[src/rtl/pdm_pkg.sv]
// Shared types and helpers for the PDM level decoder.
package pdm_pkg;

  typedef enum logic {
    FILL,
    RUN
  } pdm_state_e;

  localparam int unsigned PDM_SYNC_STAGES = 2;

  // Right shift that maps a full-window ones count onto the level width.
  function automatic int unsigned pdm_scale_shift(input int unsigned win_log2,
                                                  input int unsigned level_w);
    return win_log2 - level_w;
  endfunction

endpackage

[src/rtl/pdm_level_decoder_sync.sv]
// PDM input sampling stage: STAGES flops in series, async active-low reset to 0.
module pdm_in_sync #(
  parameter int unsigned STAGES = 1
) (
  input  logic clk_i,
  input  logic rst_ni,
  input  logic d_i,
  output logic q_o
);

  logic [STAGES-1:0] sync_q;

  if (STAGES > 1) begin : g_multi
    always_ff @(posedge clk_i or negedge rst_ni) begin
      if (!rst_ni) sync_q <= '0;
      else         sync_q <= {sync_q[STAGES-2:0], d_i};
    end
  end else begin : g_single
    always_ff @(posedge clk_i or negedge rst_ni) begin
      if (!rst_ni) sync_q <= '0;
      else         sync_q <= d_i;
    end
  end

  assign q_o = sync_q[STAGES-1];

endmodule

[src/rtl/pdm_level_decoder.sv]
// Recovers the level behind a pulse-density stream by counting ones per 2^WIN_LOG2 window.
// Define PDM_IN_SYNC_EN to sample PDM_IN through a 2-flop synchronizer instead of one register.
module pdm_level_decoder
  import pdm_pkg::*;
#(
  parameter int unsigned LEVEL_W  = 4,
  parameter int unsigned WIN_LOG2 = 4
) (
  input  logic               FPGA_CLK,
  input  logic               FPGA_RST_N,
  input  logic               PDM_IN,
  input  logic               DEC_EN,
  output logic [LEVEL_W-1:0] LEVEL,
  output logic               LEVEL_VALID,
  output logic               LOCKED,
  output logic               STUCK_HI
);

`ifdef PDM_IN_SYNC_EN
  localparam int unsigned SYNC_STAGES = PDM_SYNC_STAGES;
`else
  localparam int unsigned SYNC_STAGES = 1;
`endif
  localparam int unsigned SHIFT = pdm_scale_shift(WIN_LOG2, LEVEL_W);

  logic                s;
  logic [WIN_LOG2-1:0] wcnt_q, wcnt_d;
  logic [WIN_LOG2:0]   acc_q, acc_d;
  logic [WIN_LOG2:0]   total;
  pdm_state_e          state_q, state_d;
  logic [LEVEL_W-1:0]  level_q, level_d;
  logic                valid_q, valid_d;
  logic                stuck_q, stuck_d;

  pdm_in_sync #(
    .STAGES(SYNC_STAGES)
  ) u_sync (
    .clk_i (FPGA_CLK),
    .rst_ni(FPGA_RST_N),
    .d_i   (PDM_IN),
    .q_o   (s)
  );

  assign total = acc_q + {{WIN_LOG2{1'b0}}, s};

  always_ff @(posedge FPGA_CLK or negedge FPGA_RST_N) begin
    if (!FPGA_RST_N) begin
      wcnt_q  <= '0;
      acc_q   <= '0;
      state_q <= FILL;
      level_q <= '0;
      valid_q <= 1'b0;
      stuck_q <= 1'b0;
    end else begin
      wcnt_q  <= wcnt_d;
      acc_q   <= acc_d;
      state_q <= state_d;
      level_q <= level_d;
      valid_q <= valid_d;
      stuck_q <= stuck_d;
    end
  end

  always_comb begin
    wcnt_d  = wcnt_q;
    acc_d   = acc_q;
    state_d = state_q;
    level_d = level_q;
    valid_d = 1'b0;
    stuck_d = stuck_q;
    if (!DEC_EN) begin
      // Disable discards any partial window; LEVEL/STUCK_HI keep their last report.
      wcnt_d  = '0;
      acc_d   = '0;
      state_d = FILL;
    end else begin
      wcnt_d = wcnt_q + WIN_LOG2'(1);
      if (wcnt_q == '1) begin
        acc_d   = '0;
        state_d = RUN;
        valid_d = 1'b1;
        if (total[WIN_LOG2]) begin
          level_d = '1;
          stuck_d = 1'b1;
        end else begin
          level_d = total[WIN_LOG2-1 -: LEVEL_W];
          stuck_d = 1'b0;
        end
      end else begin
        acc_d = total;
      end
    end
  end

  assign LEVEL       = level_q;
  assign LEVEL_VALID = valid_q;
  assign LOCKED      = (state_q == RUN);
  assign STUCK_HI    = stuck_q;

endmodule

[config.mk]
export PLATFORM = sky130hd
export DESIGN_NAME = pdm_level_decoder
export DESIGN_NICKNAME = d
export VERILOG_FILES = /design/src/rtl/pdm_pkg.sv /design/src/rtl/pdm_level_decoder_sync.sv /design/src/rtl/pdm_level_decoder.sv
export SDC_FILE = /design/constraint.sdc
export NUM_CORES = 1
export LEC_CHECK = 0
export ABC_AREA = 0
export CAP_MARGIN = 20
export CORE_MARGIN = 2
export CORE_UTILIZATION = 47
export CTS_CLUSTER_DIAMETER = 50
export CTS_CLUSTER_SIZE = 28
export DETAILED_ROUTE_END_ITERATION = 6
export HOLD_SLACK_MARGIN = 0.08
export MAX_ROUTING_LAYER = met4
export PLACE_DENSITY = 0.72
export SKIP_CTS_REPAIR_TIMING = 1
export SLEW_MARGIN = 20
export SYNTH_ARGS = -nofsm -noshare
export SYNTH_HDL_FRONTEND = slang
export SYNTH_SLANG_ARGS = --single-unit
[constraint.sdc]
create_clock -name FPGA_CLK -period 1.76 [get_ports FPGA_CLK]
set_clock_uncertainty 0.1 [all_clocks]
set_input_delay 0.352 -clock FPGA_CLK [delete_from_list [all_inputs] [get_ports FPGA_CLK]]
set_output_delay 0.352 -clock FPGA_CLK [all_outputs]
set_load 0.005 [all_outputs]
Yosys cells after proc, flatten, opt, wreduce, memory -nomap -nowiden
Index checks and enable logic that the tools add are counted.
- output and inout port bits: 7
- register bits after elaboration: 17
- logic and storage cells: 21
- input bits: 4
- reductions and logical operators: 1
- mux-type cells: 9
- eq/ne operators: 2
- $add $sub $neg: 2
- operators with widths (operator ; number):
    two-way mux 5 bit ; 2
    two-way mux 4 bit ; 2
    adder 5 x 1 -> 5 bit ; 1
    two-way mux 1 bit ; 5
    adder 4 x 1 -> 4 bit (second input constant) ; 1
    equality test 4 bit (second input constant) ; 1
    inequality test 2 x 1 -> 1 bit (second input constant) ; 1
    AND reduction 2 bit ; 1

Logic depth before layout (Yosys ltp)
- word-level depth: 3
- gate-level depth with buffers: 5
- gate-level depth less buffers: 5

Cells and area by module
From an unflattened synthesis, not the netlist that was laid out.
- cells, all modules: 55
- area, all modules: 664.4 µm²
- modules (own cells, without submodules) (module ; instances ; area an instance (µm²) ; cells each ; seq. area each (µm²)):
    pdm_level_decoder ; 1 ; 639.4 ; 54 ; 400.4
    pdm_in_sync ; 1 ; 25.0 ; 1 ; 25.0

Worst setup path after synthesis
No wires, ideal clock.
- kind: reg-to-reg
- from: reg u_sync.sync_q (netlist: u_sync.q_o)
- to: reg level_q[0] (netlist: LEVEL[0])
- setup time: 0.137 ns
- setup slack: 0.270 ns
- arrival time: 1.254 ns
- buffers on the path: 0
- required time: 1.523 ns
- period minus slack after synthesis: 1.490 ns
- cell stages (with the launch flop): 6
- cells stage by stage: dfrtp_1 -> ha_1 -> ha_1 -> nand3_1 -> xor2_1 -> a31oi_1
- word-level cells in the longest chain between the ends: 2
- ends and longest elaborated chain (what ; RTL line ; source):
    start, declared ; pdm_level_decoder_sync.sv:11 ; logic [STAGES-1:0] sync_q;
    start signal, assigned ; pdm_level_decoder_sync.sv:21 ; else sync_q <= d_i;
    adder 5 x 1 -> 5 bit ; pdm_level_decoder.sv:44 ; assign total = acc_q + {{WIN_LOG2{1'b0}}, s};
    two-way mux 4 bit ; pdm_level_decoder.sv:82 ; if (total[WIN_LOG2]) begin
    end signal, assigned ; pdm_level_decoder.sv:58 ; level_q <= level_d;
    end, declared ; pdm_level_decoder.sv:31 ; logic [LEVEL_W-1:0] level_q, level_d;
No other way between the ends.
A chain may end at the register's enable or synchronous reset.

Worst setup path after layout
- from: reg level_q[1] (netlist: LEVEL[1])
- to: out LEVEL[1]
- RTL lines (what ; RTL line ; source):
    end, declared ; pdm_level_decoder.sv:13 ; output logic [LEVEL_W-1:0] LEVEL,
No word-level cell between the ends.

==> results.py <==
metrics = {
    "pwr": {
        "vdd_drop_max_v": 0.000731,
        "p_leak_uw": 0.000400,
        "power.density_mw_per_mm2": 795,
    },
    "clock_tree": {
        "cts_root_buffer": "clkbuf_4",
        "cts_tree": "built",
        "cts_buffers": 3,
        "clkSinkCount": 17,
        "htree_levels": 1,
        "clk_latency_ns": 0.28,
        "cts.path.max_buffers": 2,
        "path_clk_slew_ns": 0.10,
    },
    "logic_synthesis": {
        "netlist_instances": 55,
        "yosysUniqueCellTypes": 15,
        "netlist.area_leader.share": 0.640,
        "ys_seq_area_frac": 0.640,
        "synth_area_um2": 664,
        "synth_area_leader_cell": "dfrtp_1",
        "synth_seq_cells": 17,
        "yosysWarnings": 0,
        "synth_fp_nets": 62,
        "synth_area_per_cell_um2": 12.1,
        "synth_top_cells_by_area": "dfrtp_1 (64%), ha_1 (5.6%), nor2_1 (5.6%)",
    },
    "global_routing": {
        "track_usage": 0.133,
        "grt_pass1_vias": 359,
        "antenna_found_initial": 0,
        "grt_max_degree": 18,
        "grt_remaining_overflow": 0,
        "grt_pass1_wl_um": 1670,
    },
    "cells_and_area": {
        "final_cell_mix": "dfrtp_1 (17), nor2_1 (10), clkdlybuf4s50_1 (10)",
        "final_area_um2": 822,
        "area_delta_synth_final_pct": 23.7,
        "diodes": 0,
        "final_common_cell": "dfrtp_1",
        "drive_above_1_share": 0.113,
        "nets": 79,
    },
    "routing": {
        "via_per_inst": 4.76,
        "avgRoutedWirePerCell_um": 12.5,
        "ant_nets": 0,
        "wirelength_um": 1070,
        "firstDrtPassIters": 2,
        "drt_iter0_drc": 1,
        "drc": 0,
        "via_count": 409,
    },
    "critical_path": {
        "cp.required_ns": 1.31,
        "crit_start": "LEVEL[1]",
        "worstRegToRegCells": 6,
        "arrival_ns": 1.16,
        "path_delay_family": "buffers and inverters",
        "cp_num_buf_inv": 1,
        "worstReg2RegStart": "u_sync.q_o",
        "end_kind": "primary output",
        "slowest_delay_ns": 0.51,
        "start_kind": "flop",
        "crit_path_cell_trace": "clkdlybuf4s50_1",
        "r2r_slack_ns": 0.26,
        "cpMaxStageDelayCell": "clkdlybuf4s50_1",
        "critPathKind": "reg -> out",
        "path_max_fanout": 2,
        "reg2reg_to": "LEVEL[2]",
    },
    "timing": {
        "fmax_ghz": 0.620,
        "slew_viol_final": 0,
        "rsz0062_at_grt": "no",
        "hold_ws_ns": 0.287,
        "setup-violations-final": 0,
        "hold_violations": 0,
        "relSlewSlack": 0.859,
        "setup_tns_ns": 0,
        "fin_crit_sh": 0.917,
        "tightest_slew_ns": 0.210,
        "fin_crit_ns": 1.61,
    },
    "placement": {
        "io_buffers": 10,
        "post_dp_cell_area_um2": 795,
        "place_congestion": 0.652,
        "dp_hpwl_um": 803,
    },
    "floorplanning": {
        "die_x_um": 41.6,
        "ioPinCount": 11,
        "initial_core_util": 0.504,
        "num_rows": 13,
        "fp.dieArea_mm2": 0.00173,
        "coreArea_mm2": 0.00132,
        "die_y_um": 41.6,
    },
    "status": {
        "status": "complete, no violations",
    },
    "hold_path": {
        "hp-class": "in -> async",
    },
    "job": {
        "cap_violations": 0,
    },
}
metrics by stage:
step | cells | setup WS, ns | total power, µW | util
after floorplan | 55 | 0.270 | 435 | -
after global placement | 82 | 0.268 | 459 | 0.603
after detailed placement | 82 | 0.227 | 462 | 0.603
after CTS | 86 | 0.133 | 663 | 0.624
after global routing | 86 | 0.105 | 688 | 0.624
final | 86 | 0.146 | 654 | 0.624
where the power goes:
part | internal, µW | switching (µW) | leakage (µW) | total [µW]
combinational | 19.8 | 23.4 | 0.000151 | 43.2
sequential | 402 | 7.28 | 0.000231 | 409
clock | 84.1 | 117 | 0.0000177 | 201
total | 506 | 148 | 0.000400 | 654
state kept, by name, indices dropped and copies added, names as in the netlist:
signal / count
LEVEL: 4
LEVEL_VALID: 1
LOCKED: 1
STUCK_HI: 1
acc_q: 5
u_sync.q_o: 1
wcnt_q: 4
final cells by class:
type	instances	area (µm²)
clock inverters	1	5.00
well taps	15	18.8
fillers	112	495
flip-flops and latches	17	425
clock buffers	3	22.5
multi-input cells	34	216
repair buffers	13	123
inverters	3	11.3
Yosys cell counts:
library cell / n
and2_1: 3
and4_4: 1
buf_6: 1
nand2_1: 1
a21boi_0: 1
a21oi_1: 1
nand3_1: 4
xor2_1: 3
inv_1: 3
nor2_1: 10
a31oi_1: 4
ha_1: 3
dfrtp_1: 17
xnor2_1: 2
nor2b_1: 1
routing by layer:
| metal | vias to the layer above | share of wire | GRT usage |
|---|---|---|---|
| met2 | 8 | 0.44 | 0.200 |
| met5 | - | 0 | - |
| met1 | 184 | 0.50 | 0.181 |
| met3 | 2 | 0.038 | 0.0304 |
| li1 | 215 | - | - |
| met4 | 0 | 0.016 | 0.0387 |
cell families (layout without fill, tap and decap cells):
family                   count (synthesis)  count (layout)  synth area share
AO/OA/AOI/OAI                            6               6            0.0565
buffers and inverters                    4              20            0.0339
adder cells (fa/ha/maj)                  3               3            0.0565
AND/OR/NAND/NOR                         20              20             0.147
XOR/XNOR                                 5               5            0.0659
flip-flops                              17              17             0.640
worst max path at each step:
stage | endpoint | slack, ns | depth (start not counted)
floorplan | LEVEL[0] | 0.27 | 5
global placement | LEVEL[0] | 0.27 | 4
detailed placement | LEVEL[0] | 0.23 | 4
CTS | LEVEL[1] | 0.13 | 1
global route | LEVEL[1] | 0.10 | 1
finish | LEVEL[1] | 0.15 | 1
Power figures use the tool's default switching activity.
==> edit 1: new RTL, config.mk and constraints unchanged <==
Set the parameter `LEVEL_W` to 3 (it was 4).
--- a/src/rtl/pdm_level_decoder.sv
+++ b/src/rtl/pdm_level_decoder.sv
@@ -3,7 +3,7 @@
 module pdm_level_decoder
   import pdm_pkg::*;
 #(
-  parameter int unsigned LEVEL_W  = 4,
+  parameter int unsigned LEVEL_W  = 3,
   parameter int unsigned WIN_LOG2 = 4
 ) (
   input  logic               FPGA_CLK,
Interface: changed (resized LEVEL); port bits go from 11 to 10. The function was not compared with the original's and may differ.
==> edit 1 against the unedited design <==
- area after synthesis is 5.8% lower
- design area shrank 5.8%
- synthesized cell count is 7.3% lower
- core utilization shrank 1.3 points
- die area fell by 5.3%
- worst setup slack improved by 0.022 ns
- combinational power down 8.8%
- power rose by 1.0%
- via count fell by 5.9%
- non-clock buffer count decreased by 2
- routed wire length decreased by 19%
- sequential cell count down 1
- highest routed layer is now met3
==> edit 1: results (changes against the unedited design) <==
synth:
  yosysSeqAreaShare_pct: 64.0  # about the same
  synthTopCellsByCount: "dfrtp_1 (16), nor2_1 (8), nand3_1 (4)"
  syn-num-nets: 58  # -6.5%
  postSynthCellCount: 51  # -7.3%
  synth_area_leaders: "dfrtp_1 (64%), ha_1 (6.0%), nor2_1 (4.8%), xor2_1 (4.2%), nand3_1 (3.2%)"
cells_and_area:
  nets: 73  # -7.6%
  seq_cell_count: 16  # -1
  sh_seq_area_pct: 51.7  # -0.054 points
  final_util_pct: 61.0  # -1.3 points
  signal_buffer_area_fraction_pct: 13.6  # -1.3 points
  inv_count: 2  # -1
place:
  placedInstanceArea_sq_um: 738  # -7.1%
  port_buffers: 9  # -1
  detailed_place_hpwl_um: 635  # -21%
  globalplace.congestion: 0.640  # -1.9%
worst_setup_path:
  r2r_cells: 5  # -1
drt:
  drtIter0Drc: 8  # +7
  wl_met3_um: 55  # +34%
  wl_met2_um: 425  # -10%
  routedWlPerCell_um: 10.9  # -13%
power_and_ir_drop:
  leakagePower_nw: 0.376  # -6.0%
  pwr-share-comb_pct: 6.0  # -0.6 points
  cellPowerDensity_nw_per_um2: 853  # +7.2%
  switchingPower_mw: 0.136  # -8.0%
  vdd_drop_max_mv: 0.410  # -44%
  p_seq_share_pct: 58.4  # -4.2 points
run_status:
  status: "finished clean"
timing:
  clock.fmax_mhz: 628  # +1.4%
  timing.hold.ws_ns: 0.280  # -0.00721 ns
global_routing:
  grt_max_degree: 17  # -1
  grtUsageMet3_pct: 3.33  # +0.29 points
-- edit 1: cell families after synthesis --
family,Yosys count,synth area share [%]
fa+ha+maj,3,6.00
compound gates,5,5.00
simple gates,19,15.0
flops,16,64.0
buf+inv,3,3.00
xor+xnor,5,7.00
-- edit 1: final timing paths --
| check | start | end |
|---|---|---|
| max in group asynchronous | FPGA_RST_N | acc_q[1]$_DFF_PN0_ |
| worst min-delay path | FPGA_RST_N | wcnt_q[0]$_DFF_PN0_ |
| worst min register to register | wcnt_q[0]$_DFF_PN0_ | wcnt_q[0]$_DFF_PN0_ |
| worst max register to register | u_sync.q_o$_DFF_PN0_ | LEVEL[0]$_DFFE_PN0P_ |
| worst max-delay path | STUCK_HI$_DFFE_PN0P_ | STUCK_HI |
| min in group FPGA_CLK | wcnt_q[0]$_DFF_PN0_ | wcnt_q[0]$_DFF_PN0_ |
==> edit 2: new RTL, config.mk and constraints unchanged <==
Without the edit above. Register the output `LEVEL` once more; this adds one clock of latency there. The other outputs are not delayed to match.
--- a/src/rtl/pdm_level_decoder.sv
+++ b/src/rtl/pdm_level_decoder.sv
@@ -92,7 +92,9 @@
     end
   end
 
-  assign LEVEL       = level_q;
+  always_ff @(posedge FPGA_CLK) begin
+    LEVEL <= level_q;
+  end
   assign LEVEL_VALID = valid_q;
   assign LOCKED      = (state_q == RUN);
   assign STUCK_HI    = stuck_q;
Check against the original RTL: no difference found for any inputs over 10 cycles, from zero or initial values and one cycle with FPGA_RST_N low; that may be too few to reach the edited logic, so the function may still have changed.
==> edit 2 against the unedited design <==
- design area increased by 8.8%
- critical path depth unchanged
- via count increased by 13%
- largest power group unchanged
- maximum frequency shrank 1.2%
- worst setup slack lost 0.019 ns
- area after synthesis up 12%
- largest cell class unchanged
- non-clock buffer count is 1 lower
- routed wire length is 5.7% higher
- power grew 17%
- sequential cell count grew 4
- register-to-register slack got worse by 0.10 ns
- highest routed layer unchanged
==> edit 2: results (changes against the unedited design) <==
run_status:
  status: "finished clean"
drt:
  drtIter0Drc: 8  # +7
  finalWirelength_um: 1140  # +5.7%
  vias: 461  # +13%
  dr.pass1.iters: 4  # +2
power_and_ir_drop:
  leakagePower_nw: 0.425  # +6.3%
  vdd_drop_max_mv: 0.584  # -20%
synth:
  synthTopCellsByCount: "dfrtp_1 (17), nor2_1 (10), a31oi_1 (4), dfxtp_1 (4), nand3_1 (4)"
  syn-num-nets: 66  # +6.5%
  synth_area_leaders: "dfrtp_1 (57%), dfxtp_1 (11%), ha_1 (5.0%), nor2_1 (5.0%), xor2_1 (3.5%)"
  synth-xor-area-share_pct: 5.88  # -0.71 points
  synthFlopType: "dfrtp_1"
  synthAdderAreaFrac_pct: 5.04  # -0.61 points
  async_flop_share_pct: 81.0  # -19 points
  synth_cell_types: 16  # +1
  yosysSeqAreaShare_pct: 67.9  # +3.9 points
  synth-compound-area-share_pct: 5.04  # -0.61 points
worst_setup_path:
  worstSetupStartpoint: "STUCK_HI$_DFFE_PN0P_"
  r2r_cells: 5  # -1
  r2r-end: "level_q[1]$_DFFE_PN0P_"
  cp_data_arrival_time_ns: 1.18  # +0.02 ns
  r2r-start: "u_sync.q_o$_DFF_PN0_"
  ff2ff_setup_slack_ns: 0.16  # -0.10 ns
  slowest_stage: "clkdlybuf4s50_1"
global_routing:
  antenna_found_initial: 0  # unchanged
  grt_pass1_wl_um: 1930  # +16%
  grt_pass1_vias: 448  # +25%
  gr-usage-all-layers_pct: 15.1  # +1.9 points
place:
  globalplace.congestion: 0.745  # +14%
  placedInstanceArea_sq_um: 868  # +9.3%
  port_buffers: 10  # unchanged
  detailed_place_hpwl_um: 862  # +7.3%
clock_tree:
  cts_inserted_buffers: 3  # unchanged
  htreeDepth: 1  # unchanged
  clk_pin_slew_ns: 0.10  # about the same
  clk_latency_ns: 0.30  # +0.02 ns
timing:
  slew-limit-headroom_pct: 74.3  # -12 points
cells_and_area:
  largest_reg_flops: 5  # unchanged
  nets: 82  # +3.8%
  antenna_cells: 0  # unchanged
  drive_above_1_share_pct: 8.11  # -3.2 points
min_path:
  hold_class: "in2async"
## edit 2: where the power goes
group          switching [mW]  total, mW  internal (mW)
logic                  0.0240     0.0444         0.0204
registers             0.00690      0.499          0.492
clock network           0.134      0.222         0.0883
## edit 2: worst max-delay path by stage
stage | cells after the start | endpoint | slack (ns)
floorplan | 5 | level_q[0]$_DFFE_PN0P_ | 0.28
global placement | 5 | level_q[3]$_DFFE_PN0P_ | 0.22
detailed placement | 5 | level_q[1]$_DFFE_PN0P_ | 0.17
CTS | 1 | STUCK_HI | 0.10
global route | 5 | level_q[1]$_DFFE_PN0P_ | 0.04
finish | 1 | STUCK_HI | 0.13
## edit 2: worst reg2reg max path, stage by stage, from the launching register on
cell and delay (ns):
dfrtp_1 0.38, ha_1 0.21, ha_1 0.21, nand3_1 0.09, xor2_1 0.35, a31oi_1 0.15
## edit 2: stage by stage
step                total power, mW  hold slack, ns  setup slack [ns]  cells
floorplan                     0.528         -0.0436             0.284     59
global placement              0.552           0.254             0.221     86
detailed placement            0.555           0.260             0.170     86
CTS                           0.776           0.272             0.102     90
global route                  0.802           0.278            0.0428     90
finish                        0.766           0.265             0.127     90
## edit 2: layout make-up
| type | count | area, sq um |
|---|---|---|
| clock buffer | 4 | 26.3 |
| fill | 119 | 594 |
| inverter | 3 | 11.3 |
| multi-input combinational | 34 | 216 |
| sequential | 21 | 505 |
| tap | 16 | 20.0 |
| timing repair buffer | 12 | 115 |
## edit 2: layer usage
| layer | vias up | share of wire, % | global-route usage (%) |
|---|---|---|---|
| met1 | 216 | 48 | 17.6 |
| li1 | 227 | - | - |
| met3 | 4 | 5.2 | 4.17 |
| met2 | 14 | 44 | 22.4 |
| met4 | 0 | 2.6 | 10.9 |
| met5 | - | 0 | - |
